## config.mk

```make
export PLATFORM = sky130hd
export DESIGN_NAME = mem_stage_unit_flat
export DESIGN_NICKNAME = d
export VERILOG_FILES = /design/src/rtl/mem_stage_unit_if.sv /design/src/rtl/mem_stage_unit.sv /design/src/flat_wrapper.sv
export SDC_FILE = /design/constraint.sdc
export NUM_CORES = 1
export LEC_CHECK = 0
export ABC_AREA = 1
export CORE_ASPECT_RATIO = 1.5
export CORE_MARGIN = 10
export CORE_UTILIZATION = 35
export CTS_CLUSTER_DIAMETER = 100
export DETAILED_ROUTE_END_ITERATION = 6
export HOLD_SLACK_MARGIN = 0.06
export PLACE_DENSITY = 0.67
export SLEW_MARGIN = 20
export SYNTH_ARGS = -nofsm -noshare
export SYNTH_HDL_FRONTEND = slang
export SYNTH_SLANG_ARGS = --single-unit
```

## constraint.sdc

```tcl
create_clock -name clk -period 3.95 [get_ports clk]
set_input_delay 0.5925 -clock clk [delete_from_list [all_inputs] [get_ports clk]]
set_output_delay 0.5925 -clock clk [all_outputs]
set_load 0.02 [all_outputs]
```

## src/rtl/mem_stage_unit_if.sv

```systemverilog
// Data-memory bus between mem_stage_unit (master) and the data memory (slave).
// One outstanding request; the master holds the request fields stable until dmem_ack.
interface mem_stage_unit_if;
   logic        dmem_req;
   logic        dmem_we;
   logic [31:0] dmem_addr;
   logic [31:0] dmem_wdata;
   logic [3:0]  dmem_be;
   logic        dmem_ack;
   logic [31:0] dmem_rdata;

   modport master (
      output dmem_req,
      output dmem_we,
      output dmem_addr,
      output dmem_wdata,
      output dmem_be,
      input  dmem_ack,
      input  dmem_rdata
   );

   modport slave (
      input  dmem_req,
      input  dmem_we,
      input  dmem_addr,
      input  dmem_wdata,
      input  dmem_be,
      output dmem_ack,
      output dmem_rdata
   );
endinterface

```

## src/rtl/mem_stage_unit.sv

```systemverilog
// MEM pipeline stage: drives the data-memory bus, stalls upstream while waiting, fills the WB register.
// Define MEM_MISALIGN_TRAP_EN to trap misaligned halfword/word accesses instead of issuing them.
module mem_stage_unit #(
   parameter int unsigned TIMEOUT = 64
) (
   input  logic             clk,
   input  logic             rst_n,
   input  logic             in_valid,
   input  logic [31:0]      in_pc,
   input  logic             in_mem_read,
   input  logic             in_mem_write,
   input  logic [2:0]       in_func3,
   input  logic [31:0]      in_alu_out,
   input  logic [31:0]      in_rd2,
   input  logic [31:0]      in_write_reg,
   input  logic             in_mem_to_reg,
   input  logic             in_reg_write,
   output logic             stall_o,
   mem_stage_unit_if.master dmem,
   output logic             wb_valid,
   output logic [31:0]      wb_pc,
   output logic [31:0]      wb_alu_out,
   output logic [31:0]      wb_rdata,
   output logic [31:0]      wb_write_reg,
   output logic             wb_mem_to_reg,
   output logic             wb_reg_write,
   output logic             bus_err_o,
   output logic             misalign_o
);

   localparam int unsigned CntW = (TIMEOUT > 1) ? $clog2(TIMEOUT) : 1;
   localparam logic [CntW-1:0] CntMax = CntW'(TIMEOUT - 1);

   typedef enum logic [0:0] {StIdle, StWait} state_e;

   state_e          state_q, state_d;
   logic [CntW-1:0] cnt_q, cnt_d;

   // Request fields captured on entry to WAIT so the bus stays stable regardless of upstream.
   logic            lat_we_q;
   logic [31:0]     lat_addr_q;
   logic [31:0]     lat_wdata_q;
   logic [3:0]      lat_be_q;
   logic [2:0]      lat_func3_q;
   logic [1:0]      lat_lo_q;

   logic            wb_valid_q, wb_valid_d;
   logic [31:0]     wb_pc_q, wb_pc_d;
   logic [31:0]     wb_alu_out_q, wb_alu_out_d;
   logic [31:0]     wb_rdata_q, wb_rdata_d;
   logic [31:0]     wb_write_reg_q, wb_write_reg_d;
   logic            wb_mem_to_reg_q, wb_mem_to_reg_d;
   logic            wb_reg_write_q, wb_reg_write_d;
   logic            bus_err_q, bus_err_d;
   logic            misalign_q, misalign_d;

   logic            is_mem, is_store, misaligned;
   logic [1:0]      size, lo;
   logic [31:0]     word_addr, st_wdata;
   logic [3:0]      st_be;

   logic            req, we, stall, complete, timeout, trap;
   logic [31:0]     addr, wdata;
   logic [3:0]      be;
   logic [2:0]      ld_func3;
   logic [1:0]      ld_lo;

   assign is_mem    = in_valid & (in_mem_read | in_mem_write);
   assign is_store  = in_mem_write;
   assign size      = in_func3[1:0];
   assign lo        = in_alu_out[1:0];
   assign word_addr = {in_alu_out[31:2], 2'b00};

`ifdef MEM_MISALIGN_TRAP_EN
   assign misaligned = is_mem & (((size == 2'b01) & lo[0]) | (size[1] & (|lo)));
`else
   assign misaligned = 1'b0;
`endif

   always_comb begin
      st_be    = 4'b1111;
      st_wdata = in_rd2;
      if (is_store) begin
         unique case (size)
            2'b00: begin
               st_be    = 4'b0001 << lo;
               st_wdata = {4{in_rd2[7:0]}};
            end
            2'b01: begin
               st_be    = 4'b0011 << {lo[1], 1'b0};
               st_wdata = {2{in_rd2[15:0]}};
            end
            default: ;
         endcase
      end
   end

   function automatic logic [31:0] load_extract(input logic [31:0] rdata, input logic [2:0] f3,
                                                input logic [1:0] a_lo);
      logic [7:0]  b;
      logic [15:0] h;
      b = rdata[{a_lo, 3'b000} +: 8];
      h = a_lo[1] ? rdata[31:16] : rdata[15:0];
      unique case (f3[1:0])
         2'b00:   return {{24{b[7] & ~f3[2]}}, b};
         2'b01:   return {{16{h[15] & ~f3[2]}}, h};
         default: return rdata;
      endcase
   endfunction

   always_comb begin
      state_d  = state_q;
      cnt_d    = cnt_q;
      req      = 1'b0;
      we       = 1'b0;
      addr     = '0;
      wdata    = '0;
      be       = '0;
      stall    = 1'b0;
      complete = 1'b0;
      timeout  = 1'b0;
      trap     = 1'b0;
      ld_func3 = in_func3;
      ld_lo    = lo;
      unique case (state_q)
         StIdle: begin
            if (is_mem && misaligned) begin
               complete = 1'b1;
               trap     = 1'b1;
            end else if (is_mem) begin
               req   = 1'b1;
               we    = is_store;
               addr  = word_addr;
               wdata = st_wdata;
               be    = st_be;
               if (dmem.dmem_ack) begin
                  complete = 1'b1;
               end else begin
                  stall   = 1'b1;
                  state_d = StWait;
                  cnt_d   = '0;
               end
            end
         end
         StWait: begin
            req      = 1'b1;
            we       = lat_we_q;
            addr     = lat_addr_q;
            wdata    = lat_wdata_q;
            be       = lat_be_q;
            ld_func3 = lat_func3_q;
            ld_lo    = lat_lo_q;
            // An ack in the final counted cycle still wins over the timeout.
            if (dmem.dmem_ack) begin
               complete = 1'b1;
               state_d  = StIdle;
            end else if (cnt_q == CntMax) begin
               complete = 1'b1;
               timeout  = 1'b1;
               state_d  = StIdle;
            end else begin
               stall = 1'b1;
               cnt_d = cnt_q + 1'b1;
            end
         end
         default: state_d = StIdle;
      endcase
   end

   always_comb begin
      wb_valid_d      = 1'b0;
      wb_pc_d         = '0;
      wb_alu_out_d    = '0;
      wb_rdata_d      = '0;
      wb_write_reg_d  = '0;
      wb_mem_to_reg_d = 1'b0;
      wb_reg_write_d  = 1'b0;
      bus_err_d       = 1'b0;
      misalign_d      = 1'b0;
      if (complete) begin
         wb_valid_d      = 1'b1;
         wb_pc_d         = in_pc;
         wb_alu_out_d    = in_alu_out;
         wb_write_reg_d  = in_write_reg;
         wb_mem_to_reg_d = in_mem_to_reg;
         wb_reg_write_d  = in_reg_write & ~timeout & ~trap;
         if (!we && !timeout && !trap) begin
            wb_rdata_d = load_extract(dmem.dmem_rdata, ld_func3, ld_lo);
         end
         bus_err_d  = timeout;
         misalign_d = trap;
      end else if (!stall) begin
         wb_valid_d      = in_valid;
         wb_pc_d         = in_pc;
         wb_alu_out_d    = in_alu_out;
         wb_write_reg_d  = in_write_reg;
         wb_mem_to_reg_d = in_mem_to_reg;
         wb_reg_write_d  = in_reg_write & in_valid;
      end
   end

   always_ff @(posedge clk or negedge rst_n) begin
      if (!rst_n) begin
         state_q     <= StIdle;
         cnt_q       <= '0;
         lat_we_q    <= 1'b0;
         lat_addr_q  <= '0;
         lat_wdata_q <= '0;
         lat_be_q    <= '0;
         lat_func3_q <= '0;
         lat_lo_q    <= '0;
      end else begin
         state_q <= state_d;
         cnt_q   <= cnt_d;
         if (state_q == StIdle && stall) begin
            lat_we_q    <= we;
            lat_addr_q  <= addr;
            lat_wdata_q <= wdata;
            lat_be_q    <= be;
            lat_func3_q <= in_func3;
            lat_lo_q    <= lo;
         end
      end
   end

   always_ff @(posedge clk or negedge rst_n) begin
      if (!rst_n) begin
         wb_valid_q      <= 1'b0;
         wb_pc_q         <= '0;
         wb_alu_out_q    <= '0;
         wb_rdata_q      <= '0;
         wb_write_reg_q  <= '0;
         wb_mem_to_reg_q <= 1'b0;
         wb_reg_write_q  <= 1'b0;
         bus_err_q       <= 1'b0;
         misalign_q      <= 1'b0;
      end else begin
         wb_valid_q      <= wb_valid_d;
         wb_pc_q         <= wb_pc_d;
         wb_alu_out_q    <= wb_alu_out_d;
         wb_rdata_q      <= wb_rdata_d;
         wb_write_reg_q  <= wb_write_reg_d;
         wb_mem_to_reg_q <= wb_mem_to_reg_d;
         wb_reg_write_q  <= wb_reg_write_d;
         bus_err_q       <= bus_err_d;
         misalign_q      <= misalign_d;
      end
   end

   // Combinational bus/stall outputs are forced low while reset is asserted.
   assign dmem.dmem_req   = req & rst_n;
   assign dmem.dmem_we    = we & rst_n;
   assign dmem.dmem_addr  = rst_n ? addr : '0;
   assign dmem.dmem_wdata = rst_n ? wdata : '0;
   assign dmem.dmem_be    = rst_n ? be : '0;
   assign stall_o         = stall & rst_n;

   assign wb_valid      = wb_valid_q;
   assign wb_pc         = wb_pc_q;
   assign wb_alu_out    = wb_alu_out_q;
   assign wb_rdata      = wb_rdata_q;
   assign wb_write_reg  = wb_write_reg_q;
   assign wb_mem_to_reg = wb_mem_to_reg_q;
   assign wb_reg_write  = wb_reg_write_q;
   assign bus_err_o     = bus_err_q;
   assign misalign_o    = misalign_q;

endmodule

```

## src/flat_wrapper.sv

```systemverilog
// flat-port wrapper written by rule: the top's interface ports become plain ports
module mem_stage_unit_flat 
#(
   parameter int unsigned TIMEOUT = 64
)
  (clk, rst_n, in_valid, in_pc, in_mem_read, in_mem_write, in_func3, in_alu_out, in_rd2, in_write_reg, in_mem_to_reg, in_reg_write, stall_o, wb_valid, wb_pc, wb_alu_out, wb_rdata, wb_write_reg, wb_mem_to_reg, wb_reg_write, bus_err_o, misalign_o, dmem_dmem_req, dmem_dmem_we, dmem_dmem_addr, dmem_dmem_wdata, dmem_dmem_be, dmem_dmem_ack, dmem_dmem_rdata);
  mem_stage_unit_if dmem_i ();
  input  logic clk;
  input  logic rst_n;
  input  logic in_valid;
  input  logic [31:0] in_pc;
  input  logic in_mem_read;
  input  logic in_mem_write;
  input  logic [2:0] in_func3;
  input  logic [31:0] in_alu_out;
  input  logic [31:0] in_rd2;
  input  logic [31:0] in_write_reg;
  input  logic in_mem_to_reg;
  input  logic in_reg_write;
  output logic stall_o;
  output logic wb_valid;
  output logic [31:0] wb_pc;
  output logic [31:0] wb_alu_out;
  output logic [31:0] wb_rdata;
  output logic [31:0] wb_write_reg;
  output logic wb_mem_to_reg;
  output logic wb_reg_write;
  output logic bus_err_o;
  output logic misalign_o;
  output wire logic [$bits(dmem_i.dmem_req)-1:0] dmem_dmem_req;
  output wire logic [$bits(dmem_i.dmem_we)-1:0] dmem_dmem_we;
  output wire logic [$bits(dmem_i.dmem_addr)-1:0] dmem_dmem_addr;
  output wire logic [$bits(dmem_i.dmem_wdata)-1:0] dmem_dmem_wdata;
  output wire logic [$bits(dmem_i.dmem_be)-1:0] dmem_dmem_be;
  input wire logic [$bits(dmem_i.dmem_ack)-1:0] dmem_dmem_ack;
  input wire logic [$bits(dmem_i.dmem_rdata)-1:0] dmem_dmem_rdata;
  assign dmem_dmem_req = dmem_i.dmem_req;
  assign dmem_dmem_we = dmem_i.dmem_we;
  assign dmem_dmem_addr = dmem_i.dmem_addr;
  assign dmem_dmem_wdata = dmem_i.dmem_wdata;
  assign dmem_dmem_be = dmem_i.dmem_be;
  assign dmem_i.dmem_ack = dmem_dmem_ack;
  assign dmem_i.dmem_rdata = dmem_dmem_rdata;
  mem_stage_unit #(.TIMEOUT(TIMEOUT)) u_core (.clk(clk), .rst_n(rst_n), .in_valid(in_valid), .in_pc(in_pc), .in_mem_read(in_mem_read), .in_mem_write(in_mem_write), .in_func3(in_func3), .in_alu_out(in_alu_out), .in_rd2(in_rd2), .in_write_reg(in_write_reg), .in_mem_to_reg(in_mem_to_reg), .in_reg_write(in_reg_write), .stall_o(stall_o), .dmem(dmem_i), .wb_valid(wb_valid), .wb_pc(wb_pc), .wb_alu_out(wb_alu_out), .wb_rdata(wb_rdata), .wb_write_reg(wb_write_reg), .wb_mem_to_reg(wb_mem_to_reg), .wb_reg_write(wb_reg_write), .bus_err_o(bus_err_o), .misalign_o(misalign_o));
endmodule
```

# After elaboration in Yosys (flattened, before gate mapping)
# Index checks and enable logic that the tools add are counted.
# Widths: inputs -> output; s select.
[word_totals]
regBits = 213
input_bits = 171
out_inout_bits = 204
elab_cells = 99
[op_classes]
n_addsub = 1
n_eq_ne = 7
n_shift = 3
muxes = 53
bitwise_logic = 12
reduce_logical = 7
[op_table]
columns = ["operator", "n"]
rows = [
  ["$mux 32", 13],
  ["$pmux 32 s2", 4],
  ["$shiftx 32x6->8", 1],
  ["$mux 6", 4],
  ["$mux 1", 19],
  ["$mux 16", 1],
  ["$pmux 4 s2", 2],
  ["$mux 4", 3],
  ["$pmux 6 s2", 1],
  ["$and 1x1->1", 8],
  ["$pmux 1 s2", 4],
  ["$add 6x1->6 const B", 1],
  ["$eq 6x6->1 const B", 1],
  ["$ne 2x2->1 const B", 3],
  ["$eq 2x1->1 const B", 2],
  ["$logic_not 2->1", 2],
  ["$reduce_and 4->1", 1],
  ["$shl 1x2->4 const A", 1],
  ["$shl 2x2->4 const A", 1],
  ["$mux 3", 1],
  ["$not 1->1", 3],
  ["$logic_and 1x1->1", 2],
  ["$logic_not 1->1", 2],
  ["$mux 2", 1],
  ["other kinds (2)", 2],
]

# Depth between registers and ports, before layout
# Gate-level depths: netlist (run 1).
[depth]
depth_word = 8
depth_mapped = 14
mapped_depth_nobuf = 11

# Worst setup path before layout (run 1)
# OpenSTA, ideal clock, no wires.
[synth_timing]
kind = "in2out"
from = "input port in_valid"
to = "output port dmem_dmem_addr[10]"
t_arrival_ps = 1678
t_required_ps = 3357
path_slack_ps = 1679
cell_stages = 10
path_buffers = 2
path_cell_list = "inv_1 > nor2_1 > nand2_1 > inv_2 > buf_2 > buf_2 > nand2_1 > o21ai_0 > inv_1 > nor2_1"
[synth_between]
elab_chain_len = 4
[synth_rtl]
columns = ["element", "line_no", "text"]
rows = [
  ["from (decl)", "flat_wrapper.sv:10", "input logic in_valid;"],
  ["$and 1x1->1", "mem_stage_unit.sv:68", "assign is_mem = in_valid & (in_mem_read | in_mem_write);"],
  ["$mux 32", "mem_stage_unit.sv:130", "end else if (is_mem) begin"],
  ["$pmux 32 s2", "mem_stage_unit.sv:125", "unique case (state_q)"],
  ["$mux 32", "mem_stage_unit.sv:253", "assign dmem.dmem_addr = rst_n ? addr : '0;"],
  ["to (decl)", "flat_wrapper.sv:32", "output wire logic [$bits(dmem_i.dmem_addr)-1:0] dmem_dmem_addr;"],
]
# No other way between the ends.

# Worst setup path after layout (run 1)
[layout_timing]
from = "input port in_mem_write"
to = "output port dmem_dmem_wdata[25]"
[layout_between]
elab_chain_len = 5
word_cells_on_any_way = 6
classes_between = "mux (4); bitwise (2)"
[layout_rtl]
columns = ["element", "line_no", "text"]
rows = [
  ["from (decl)", "flat_wrapper.sv:13", "input logic in_mem_write;"],
  ["$or 1x1->1", "mem_stage_unit.sv:68", ""],
  ["$and 1x1->1", "mem_stage_unit.sv:68", ""],
  ["$mux 32 *", "mem_stage_unit.sv:130", ""],
  ["$pmux 32 s2 *", "mem_stage_unit.sv:125", ""],
  ["$mux 32 *", "mem_stage_unit.sv:254", "assign dmem.dmem_wdata = rst_n ? wdata : '0;"],
  ["to (decl)", "flat_wrapper.sv:33", "output wire logic [$bits(dmem_i.dmem_wdata)-1:0] dmem_dmem_wdata;"],
]
# Mark *: on every way between the ends. The rest lies on a longest branch, timed or not.

==> results of run 1 <==
==> worst max-delay path, delay by kind of cell <==
family                 cells  cell delay [ps]
AND/OR/NAND/NOR            6             1070
buffers and inverters      2             1220
AO/OA/AOI/OAI              1              110
==> through the flow <==
step	cell area, um2	std cells
floorplan	9820	1250
global placement	13800	1920
detailed placement	13800	1920
CTS	14600	1960
global route	14600	1964
finish	14600	1967
==> logic make-up (layout without fill, tap and decap cells) <==
| group | Yosys count | after routing |
|---|---|---|
| simple gates | 496 | 496 |
| fa+ha+maj | 1 | 1 |
| buf+inv | 324 | 688 |
| flops | 213 | 213 |
| other cells | 1 | 8 |
| mux | 1 | 1 |
| compound gates | 214 | 214 |
==> routing by layer <==
layer | routed length (um) | track usage [%] | share of wire, %
met5 | 0 | 0 | 0
met2 | 17100 | 31.8 | 50
met1 | 13000 | 21.1 | 38
met4 | 1380 | 9.37 | 4.0
met3 | 2470 | 4.95 | 7.3
==> cells in the final DEF, fill, tap and decap left out <==
cell type and count:
a21oi_1 23, and2_1 5, buf_12 4, buf_4 12, buf_8 1, bufinv_16 4, clkbuf_1 5, clkbuf_16 23
clkbuf_8 3, clkdlybuf4s50_1 371, clkinv_2 4, conb_1 1, dfrtp_1 213, diode_2 7, dlygate4sd3_1 1, ha_1 1
inv_1 254, inv_2 3, inv_4 1, inv_6 2, mux2i_4 1, nand2_1 335, nand2_2 12, nand2_4 2
nand3_1 17, nand3_4 1, nand3b_1 1, nor2_1 108, nor2_2 11, nor2_4 1, nor2_8 1, nor3_1 1
o211ai_1 12, o21a_1 2, o21ai_0 149, o21ai_1 11, o22ai_1 17, or2_4 1
==> worst paths after layout <==
check / startpoint / endpoint / slack (ps) / cells after the start
worst max-delay path: in_mem_write / dmem_dmem_wdata[25] / 350 / 9
worst min-delay path: u_core.lat_addr_q[0] / u_core.lat_addr_q[0] / 470 / 2
worst max register to register: u_core.state_q / u_core.wb_rdata[16] / 1050 / 12
worst min register to register: u_core.lat_addr_q[0] / u_core.lat_addr_q[0] / 470 / 2
max in group asynchronous: rst_n / u_core.wb_alu_out[4] / 1920 / 4
min in group asynchronous: rst_n / u_core.wb_rdata[12] / 520 / 2
==> synth_stat cells (all sizes together) <==
library cell / number
nand2: 349
inv: 260
dfrtp: 213
o21ai: 160
nor2: 121
buf: 40
clkbuf: 24
a21oi: 23
nand3: 18
o22ai: 17
o211ai: 12
and2: 5
o21a: 2
conb: 1
ha: 1
mux2i: 1
nand3b: 1
nor3: 1
or2: 1
==> power by group through the flow <==
stage / combinational, W / sequential (W) / clock, W
final: 0.00144 / 0.00250 / 0.00226
after global routing: 0.00159 / 0.00253 / 0.00242
after CTS: 0.00145 / 0.00251 / 0.00233
after detailed placement: 0.00144 / 0.00255 / 0
after global placement: 0.00143 / 0.00254 / 0
after floorplan: 0.000618 / 0.00266 / 0
==> layout make-up <==
cell class                      instances  area (um2)
Fill cell                            2631       13200
Sequential cell                       213        5330
Timing Repair Buffer                  389        3910
Multi-Input combinational cell        713        3180
Inverter                              260         985
Clock buffer                           31         636
Tap cell                              346         433
Clock inverter                          8         144
Antenna cell                            7        17.5
==> what timing repair did <==
action / in CTS / in global routing
setup endpoints to repair: 0 / 0
hold endpoints to repair: 22 / 0
hold buffers: 1 / 0
gates resized for setup: 0 / 0
==> metrics, run 1 <==
status=completed; sequential area share after synthesis=54.3%; period utilization=91.1%; Min-Delay Path Class=reg -> reg; Synth Area in Compound Gates=11.5%; final WL=34.0 mm; Internal=0.00442 W; Final Wtd Congestion=0.908; Post-Place Setup Slack=362 ps; Critical Path RT=3360 ps; Comb pwr share=23.2%; sequential share of power=40.4%; main combinational cell family by area after synthesis=simple AND/OR/NAND/NOR gates; I/O pins=375; hold slack=471 ps; Final WS setup=350 ps; Max rail drop VDD=324 uV; I/O Buffers=373; worst skew pair latency=520 ps; H-tree levels=1; CP startpoint kind=primary input; vias in the first global route=8973; critical path fanouts, max=10; Die ar.=35300 um2; Tmin final=3600 ps; Max Slew Vio Count=0; initial antenna violation count=6; P_sw=0.00178 W; critical path arrival=3010 ps; Fin Setup TNS=0 ps; slowest cell on the critical path=clkdlybuf4s50_1; synthesized flop and latch total=213; DRC Markers=0; P_leak=7.15 nW; post-synth top area share=54.3%; Cells after Synth=1250; CTS root buf=clkbuf_16; power after layout=0.00621 W; Mapped Nets=1422; Fin. Hold Viols=0; YS warnings=0; RSZ-0062 raised after global routing=no; max_cap viols=0; pwr dens=424 nW/um2; Sw Ratio=28.7%; first-pass GRT wire length=52.1 mm; Vias/cell=4.57; syn_area_per_cell=7.85 um2; P&R area growth vs syn=49.1%; final core occ=52.5%; wire per inst=17.3 um; GRT Util Overall=18.7%; adder-cell share of the synthesized area=0.127%; clock power share=36.5%; dpl hpwl=25.2 mm; Vias=8999; mux contribution to synthesized area=0.229%; largest net degree at the start of global routing=111; layout cells sized above 1=5.39%; die width=157 um; Slew headroom=46.0%; core area=27900 um2; fin nets=1772; clk_skew=12.8 ps; post-synth top area cell=dfrtp_1; Initial Util=35.2%; CTS buffer count=23; detailed-router iteration count before antenna repair=4; Crit path largest cell delay=670 ps; grt ovf=0; CTS max path bufs=3; WS Path Type=in -> out; crit end category=primary output; CTS tree=yes; ANT nets after route=0; final setup violation count=0; f_max=278 MHz; DIE HEIGHT=225 um; Simple-Gate Fraction of Synth Area=20.4%; Area contributors post-synth=dfrtp_1 (54%), nand2_1 (13%), inv_1 (9.7%); critical path's most frequent cell=nand2_1; xor/xnor share of the synthesized area=0%; Post CTS Setup Buffer Count=0; Worst Max-Slew Pin Slew=810 ps; CTS Sinks=213; Cell Area, Synth=9820 um2; worst path cell trace=clkdlybuf4s50_1, nand2_1, nor2_1, nand2_1, nand3_1, nand2_1, o21ai_0, and2_1, clkdlybuf4s50_1; Site Rows=75; distinct cell type count after synthesis=31; clk slew on worst S/H paths=60 ps; starting DRC count in detailed routing=495
No activity file was read; power rests on OpenSTA's default activity.
==> run 2: changes to the inputs <==
--- a/config.mk
+++ b/config.mk
@@ -8,11 +8,11 @@
 export ABC_AREA = 1
 export CORE_ASPECT_RATIO = 1.5
 export CORE_MARGIN = 10
-export CORE_UTILIZATION = 35
+export CORE_UTILIZATION = 30
 export CTS_CLUSTER_DIAMETER = 100
 export DETAILED_ROUTE_END_ITERATION = 6
 export HOLD_SLACK_MARGIN = 0.06
-export PLACE_DENSITY = 0.67
+export PLACE_DENSITY = 0.59
 export SLEW_MARGIN = 20
 export SYNTH_ARGS = -nofsm -noshare
 export SYNTH_HDL_FRONTEND = slang
==> metrics, run 2 (synthesized netlist as in run 1, its figures left out) <==
crit end category=primary output; GRT met1 Usage=19.0%; ANT nets after route=0; dpl hpwl=26.5 mm; Placed Cells incl. Taps=1993; CTS buffer count=23; layout cells sized above 1=6.17%; multi-input logic area=3180 um2; final setup violation count=0; Initial Util=30.3%; CTS root buf=clkbuf_16; initial antenna violation count=3; fin nets=1776; Site Rows=81; first-pass GRT wire length=54.7 mm; I/O pins=375; GRT met2 Usage=30.4%; Tmin final=3800 ps; clk slew on worst S/H paths=60 ps; WS Path Type=in -> out; CTS tree=yes; Vias/cell=4.41; RSZ-0062 raised after global routing=no; DIE HEIGHT=242 um; Slew headroom=38.3%; CTS Sinks=213; H-tree levels=1; most common cell after layout, fill and taps aside=clkdlybuf4s50_1; detailed-router iteration count before antenna repair=7; worst skew pair latency=530 ps; critical path fanouts, max=38; Reg area=5330 um2; wire per inst=17.4 um; Worst Max-Slew Pin Slew=925 ps; status=completed; critical path arrival=3210 ps; Critical Path RT=3360 ps; final WL=35.5 mm; GR Util met3=3.86%; period utilization=96.2%; grt ovf=0; vias in the first global route=8958; Post CTS Setup Buffer Count=0; GRT Util Overall=16.9%; max_cap viols=0; Max Slew Vio Count=0; Min-Delay Path Class=reg -> reg; Post-CTS Hold Buffers=1; CTS max path bufs=3; Max rail drop VDD=288 uV; Fin Setup TNS=0 ps; DRC Markers=0; largest net degree at the start of global routing=141; P&R area growth vs syn=50.2%; commonest non-fill, non-tap cells in the layout=clkdlybuf4s50_1 (369), nand2_1 (335), inv_1 (254); pwr dens=425 nW/um2; cts repair resizes=0; Final Wtd Congestion=0.887; Fin. Hold Viols=0; core area=32400 um2; f_max=263 MHz; Vias=8994; CP startpoint kind=primary input; die width=168 um; R2R setup slack=1090 ps; starting DRC count in detailed routing=453; Most Crowded Layer GR=met2; Final Non-Filler Cells=2039; I/O Buffers=373; P_leak=7.18 nW; FILL cells=3221; clk_skew=7.83 ps; Die ar.=40500 um2
-- run 2: cell count changes in the layout (fill, tap and decap cells not counted) --
| cell | before | now |
|---|---|---|
| buf_4 | 12 | 19 |
| clkbuf_1 | 5 | 1 |
| clkinv_2 | 4 | 8 |
| diode_2 | 7 | 3 |
| clkdlybuf4s50_1 | 371 | 369 |
| clkinv_4 | 0 | 2 |
| buf_12 | 4 | 3 |
| clkbuf_8 | 3 | 2 |
| clkinvlp_4 | 0 | 1 |
| inv_6 | 2 | 3 |
-- run 2: final timing paths --
check,from,end,cells past startpoint
max in group asynchronous,rst_n,u_core.wb_rdata[22],3
worst max register to register,u_core.state_q,u_core.wb_rdata[18],12
worst min register to register,u_core.lat_addr_q[1],u_core.lat_addr_q[1],2
min in group asynchronous,rst_n,u_core.lat_wdata_q[27],2
worst max-delay path,rst_n,dmem_dmem_addr[15],6
worst min-delay path,u_core.lat_addr_q[1],u_core.lat_addr_q[1],2
-- run 2: routing by layer --
| layer | vias to the layer above | routed length [um] |
|---|---|---|
| met5 | - | 0 |
| met4 | 0 | 1060 |
| met3 | 45 | 2290 |
| met2 | 291 | 18700 |
| met1 | 4212 | 13400 |
| li1 | 4446 | - |
-- run 2: metrics by stage --
stage          area [um2]  hold WS [ps]  setup WS [ps]  total power, W  utilization [%]
6_report            14700           470            152         0.00627             45.5
5_1_grt             14700           500           32.8         0.00661             45.5
4_1_cts             14700           469            100         0.00639             45.5
3_5_place_dp        13900           451            462         0.00400             42.9
3_3_place_gp        13900           450            475         0.00398             42.9
2_1_floorplan        9820           297           1680         0.00328                -
-- run 2: layout make-up --
cell class | instances | share of cell area (%)
multi-input cells | 713 | 21.6
clock buffers | 26 | 4.11
diodes | 3 | 0.0509
clock inverters | 16 | 1.34
flip-flops and latches | 213 | 36.1
inverters | 260 | 6.68
repair buffers | 393 | 26.6
well taps | 415 | 3.52
-- run 2: critical path: stages --
cell	delay, ps
dlygate4sd3_1	590
buf_8	210
inv_2	580
buf_4	460
nor2_1	90
clkdlybuf4s50_1	650
-- run 2: power breakdown --
part | total [W] | internal, W | switching [W]
registers | 0.00250 | 0.00243 | 0.0000733
clock network | 0.00232 | 0.00138 | 0.000950
logic | 0.00144 | 0.000611 | 0.000833
total | 0.00627 | 0.00441 | 0.00186
